File: config.mk
export PLATFORM = sky130hd
export DESIGN_NAME = flash_cmd_sequencer
export DESIGN_NICKNAME = d
export VERILOG_FILES = /design/src/rtl/flash_cmd_sequencer.sv
export SDC_FILE = /design/constraint.sdc
export NUM_CORES = 1
export LEC_CHECK = 0
export ABC_AREA = 1
export ABC_CLOCK_PERIOD_IN_PS = 5270
export CAP_MARGIN = 15
export CORE_UTILIZATION = 45
export CTS_CLUSTER_DIAMETER = 80
export CTS_CLUSTER_SIZE = 14
export DETAILED_ROUTE_END_ITERATION = 10
export PLACE_DENSITY = 0.7
export SYNTH_ARGS = -nofsm -noshare
export SYNTH_HDL_FRONTEND = slang
export SYNTH_SLANG_ARGS = --single-unit
File: constraint.sdc
create_clock -name clock -period 5.27 [get_ports clock]
set_clock_uncertainty 0.15 [all_clocks]
set_input_delay 1.054 -clock clock [delete_from_list [all_inputs] [get_ports clock]]
set_output_delay 1.054 -clock clock [all_outputs]
set_load 0.02 [all_outputs]
File: src/rtl/flash_cmd_sequencer.sv
// Expands one high-level flash operation into a scripted series of low-level
// command codes, pacing them with finish handshakes, an inter-command gap and a timeout.
module flash_cmd_sequencer #(
  parameter logic [7:0]  CMD_RD_ID   = 8'd1,
  parameter logic [7:0]  CMD_WR_EN   = 8'd2,
  parameter logic [7:0]  CMD_WR_DS   = 8'd3,
  parameter logic [7:0]  CMD_PAGE_WR = 8'd4,
  parameter logic [7:0]  CMD_SET_X4  = 8'd5,
  parameter logic [7:0]  CMD_RD_MEM  = 8'd6,
  parameter int unsigned GAP_CYC     = 2,
  parameter logic [23:0] TIMEOUT     = 24'd1_000_000
) (
  input  logic       clock,
  input  logic       rst,
  input  logic       clk_en,
  input  logic       op_vld,
  input  logic [1:0] op_code,
  output logic       op_ready,
  output logic       cmd_vld,
  output logic [7:0] cmd_data,
  input  logic       cmd_ready,
  input  logic       cmd_finish,
  output logic       busy,
  output logic       done,
  output logic       err,
  output logic [2:0] err_step
);

  localparam int unsigned GAP_W  = 4;
  localparam int unsigned TCNT_W = 24;
  localparam int unsigned STEP_W = 3;

  typedef enum logic [2:0] {
    S_IDLE  = 3'd0,
    S_ISSUE = 3'd1,
    S_WAIT  = 3'd2,
    S_GAP   = 3'd3,
    S_DONE  = 3'd4
  } state_t;

  state_t              state;
  logic [1:0]          op_q;
  logic [STEP_W-1:0]   step;
  logic [TCNT_W-1:0]   tcnt;
  logic [GAP_W-1:0]    gcnt;

  // Command code for a given operation and step index.
  function automatic logic [7:0] script_code(input logic [1:0] op, input logic [STEP_W-1:0] idx);
    logic [7:0] code;
    code = CMD_RD_ID;
    unique case (op)
      2'd0: code = CMD_RD_ID;
      2'd1: begin
        unique case (idx)
          3'd0:    code = CMD_WR_EN;
          3'd1:    code = CMD_PAGE_WR;
          default: code = CMD_WR_DS;
        endcase
      end
      2'd2: code = (idx == 3'd0) ? CMD_SET_X4 : CMD_RD_MEM;
      default: begin
        unique case (idx)
          3'd0:    code = CMD_WR_EN;
          3'd1:    code = CMD_PAGE_WR;
          3'd2:    code = CMD_WR_DS;
          3'd3:    code = CMD_SET_X4;
          default: code = CMD_RD_MEM;
        endcase
      end
    endcase
    return code;
  endfunction

  function automatic logic [STEP_W-1:0] last_step(input logic [1:0] op);
    logic [STEP_W-1:0] ls;
    unique case (op)
      2'd0:    ls = 3'd0;
      2'd1:    ls = 3'd2;
      2'd2:    ls = 3'd1;
      default: ls = 3'd4;
    endcase
    return ls;
  endfunction

  // Sequencer FSM; everything holds while clk_en is low.
  always_ff @(posedge clock) begin
    if (rst) begin
      state    <= S_IDLE;
      op_ready <= 1'b1;
      cmd_vld  <= 1'b0;
      cmd_data <= 8'd0;
      busy     <= 1'b0;
      done     <= 1'b0;
      err      <= 1'b0;
      err_step <= 3'd0;
      op_q     <= 2'd0;
      step     <= 3'd0;
      tcnt     <= '0;
      gcnt     <= '0;
    end else if (clk_en) begin
      unique case (state)
        S_IDLE: begin
          if (op_vld) begin
            op_q     <= op_code;
            step     <= 3'd0;
            err      <= 1'b0;
            err_step <= 3'd0;
            op_ready <= 1'b0;
            busy     <= 1'b1;
            cmd_vld  <= 1'b1;
            cmd_data <= script_code(op_code, 3'd0);
            state    <= S_ISSUE;
          end
        end
        S_ISSUE: begin
          if (cmd_ready) begin
            cmd_vld <= 1'b0;
            tcnt    <= '0;
            state   <= S_WAIT;
          end
        end
        S_WAIT: begin
          // Finish has priority over a coincident timeout.
          if (cmd_finish) begin
            if (step == last_step(op_q)) begin
              done  <= 1'b1;
              state <= S_DONE;
            end else begin
              step  <= step + 3'd1;
              gcnt  <= GAP_W'(GAP_CYC - 1);
              state <= S_GAP;
            end
          end else if ((TIMEOUT != 24'd0) && (tcnt == TIMEOUT - 24'd1)) begin
            err      <= 1'b1;
            err_step <= step;
            done     <= 1'b1;
            state    <= S_DONE;
          end else if (tcnt != '1) begin
            tcnt <= tcnt + 24'd1;
          end
        end
        S_GAP: begin
          if (gcnt == '0) begin
            cmd_vld  <= 1'b1;
            cmd_data <= script_code(op_q, step);
            state    <= S_ISSUE;
          end else begin
            gcnt <= gcnt - 4'd1;
          end
        end
        S_DONE: begin
          done     <= 1'b0;
          busy     <= 1'b0;
          op_ready <= 1'b1;
          state    <= S_IDLE;
        end
        default: state <= S_IDLE;
      endcase
    end
  end

endmodule

==> impl_results.md <==
- Reg-to-reg endpoint: tcnt[8]
- Die extent in x: 87.50 um
- PnR Total Power: 0.7765 mW
- Filler cell count: 721
- Critical path class: input pin to flip-flop
- Unrepaired setup endpoints after global routing: no
- Initial antenna violation count: 0
- Reg2reg path depth: 9
- Register area share after synthesis: 28.60%
- Min-delay src: err_step[1]
- Final #Nets: 566
- Setup TNS: 0 ns
- Synth top cells by count: nand2_1 (155), nor2_1 (95), inv_1 (58)
- CTS tree: done
- Largest net degree at the start of global routing: 26
- Initial detailed-routing violation count: 169
- Min Hold Slack: 0.3149 ns
- Root Buffer: clkbuf_8
- Vias after detailed routing: ~3300
- Static Leak: 1.464 nW
- RR Startpoint: state[0]
- Status: complete, no violations
- Synth top area share: 28.60%
- Die Height: 87.50 um
- Global-route wire length before repair: 13720 um
- H-tree levels: 2
- Ratio of final minimum period to clock period: 53.77%
- CP Cell Sequence: clkdlybuf4s50_1 -> o21ai_2 -> nor2_8 -> nand3_2 -> nand2_1 -> nand2_1 -> nand2_1 -> inv_1
- Post-Synthesis Cells: 537
- Rows: 30
- Wire per inst: ~13 um
- GRT Max-Usage Layer: met2
- PortBufs: 18
- Slew headroom: 54.07%
- Peak supply drop: ~0.16 mV
- Layout cells sized above 1: 8.893%
- Area of the core: 6944 sq um
- Fmax: between 300 and 400 MHz
- Worst-Skew Late Latency: 0.31 ns
- Gr usage total: 22.82%
- Cell taking the most area after synthesis: dfxtp_1
- PnR worst setup slack: 2.436 ns
- Placer congestion estimate: between 0.9 and 1
- Hold worst-path end: err_step[1]
- I/O Pins: 24
- Synthesized area: 3289 sq um
- Routed Antenna Nets: 0
- Clock transition at path regs: 0.09 ns
- Max-slew violations: 0
- Final setup violation count: 0
- Diode count: 0
- CTS Sinks: 47
- Worst EP required: ~5.3 ns
- Clock Path Buffers: 2
- Vias in the first global route: 2949
- Warnings from Yosys: 0
- Critical path peak fanout: 22
- Met1 Usage GRT: a little under a third
- Pre-CTS setup slack: 2.134 ns
- Area grow syn2layout: 10.23%
- Worst EP arrival: 2.90 ns
- Post-synth top flop: dfxtp_1
- Syn Area/Cell: 6.126 sq um
- Hold Path Class: flip-flop to flip-flop
- Register Area: 940.9 sq um
- Least-Margin Pin Slew: 0.6882 ns
- DR pass1 iterations: 4
- Post-cts gate resize count: 0
- Die area: 7655 sq um
- Main area contributors after synthesis: dfxtp_1 (29%), nand2_1 (18%), nor2_1 (11%)
- Drc violations: 0
- Slowest stage cell on the critical path: clkdlybuf4s50_1
- Max cap viols: 0
- Initial Util: 47.37%
- Startpoint types: input pin
- Endpoint class of the critical path: flip-flop
- Total grt overflow: 0
- Async S/R FF share, synth: 0%
- Pwr dens: 214.2 nW/um^2
- Multi-input logic area: 2023 sq um
- DP HPWL: between 5000 and 6000 um
- Crit path largest cell delay: 0.59 ns
- Setup Buffers After CTS: 0
- CTS Buf Count: 5
- WHS Path Cells: 2
- Worst reg2reg setup slack: 2.49 ns
- GR Util met3: under 10%
- FF+latch count, synth: 47
- Most frequent cell after synthesis: nand2_1
- Post-synth EDFFs: 0
- Routing usage on met2: 37.00%
- Unique masters post-synth: 34
- Hold Fails Final Rpt: 0
- Avg Vias per Cell: 5.134
- Cell mode on critical path: nand2_1
- Min cycle time layout: 2.834 ns
- WL final: 8156 um
- Hold_buf cts: 0
## cells by family (layout without fill, tap and decap cells)
family	Yosys count	after routing	share of synthesized area, %
simple gates	341	341	46.56
fa+ha+maj	8	8	3.043
flops	47	47	28.60
buf+inv	80	90	10.35
xor+xnor	5	5	1.331
compound gates	55	55	10.00
other cells	1	5	0.1140
## cells in the final DEF, fill, tap and decap left out, types with 2 or more instances in the layout
cell type and n:
a21oi_1 22, a21oi_2 9, clkbuf_8 6, clkdlybuf4s50_1 18, conb_1 5, dfxtp_1 47, ha_1 8, inv_1 58
inv_2 4, nand2_1 155, nand2_2 4, nand3_1 41, nand3_2 11, nand4_1 21, nor2_1 95, nor2_2 5
nor2_4 2, nor3_1 2, o21ai_0 13, o21ai_1 3, o21bai_1 4, xor2_1 5
## per-stage QoR
stage	instance area [sq um]	util [%]	instances
after floorplan	3304	-	541
after global placement	3508	50.52	639
after detailed placement	3508	50.52	639
after CTS	3626	52.22	647
after global routing	3626	52.22	647
final	3626	52.22	647
## worst max-delay path by stage
stage                    start        to  cells after the start
floorplan           cmd_finish  tcnt[19]                      9
global placement        clk_en  tcnt[15]                      8
detailed placement      clk_en   tcnt[7]                      8
CTS                     clk_en   tcnt[7]                      8
global route          state[0]   tcnt[8]                      9
finish                  clk_en   tcnt[8]                      8
## flip-flops by register name, summed over array words and instances (netlist names)
name	count
busy	1
cmd_data	3
cmd_vld	1
done	1
err	1
err_step	3
gcnt	4
op_q	2
op_ready	1
state	3
step	3
tcnt	24
## area by class of cell
cell class	instances	share of cell area [%]
repair buffers	19	5.176
multi-input cells	414	55.80
well taps	96	3.313
flip-flops and latches	47	25.95
clock inverters	2	0.9662
clock buffers	6	2.277
inverters	63	6.522
## critical path, delay by kind of cell
kind | cells | cell delay [ns]
compound gates | 1 | 0.14
buf+inv | 2 | 0.62
simple gates | 5 | 1.06
## where the power goes
part	total [mW]	switching (mW)	internal (mW)
logic	0.120	0.0813	0.0389
registers	0.373	0.00824	0.365
clock network	0.283	0.129	0.154
## metal layers
| metal | vias up | wire, um | share of wire (%) |
|---|---|---|---|
| met5 | - | 0 | 0 |
| met4 | 0 | 68 | 0.83 |
| met3 | 4 | 390 | 4.8 |
| met2 | 86 | 3700 | 45 |
| met1 | 1501 | 3998 | 49 |
| li1 | 1731 | - | - |
No activity file was read; power rests on OpenSTA's default activity.
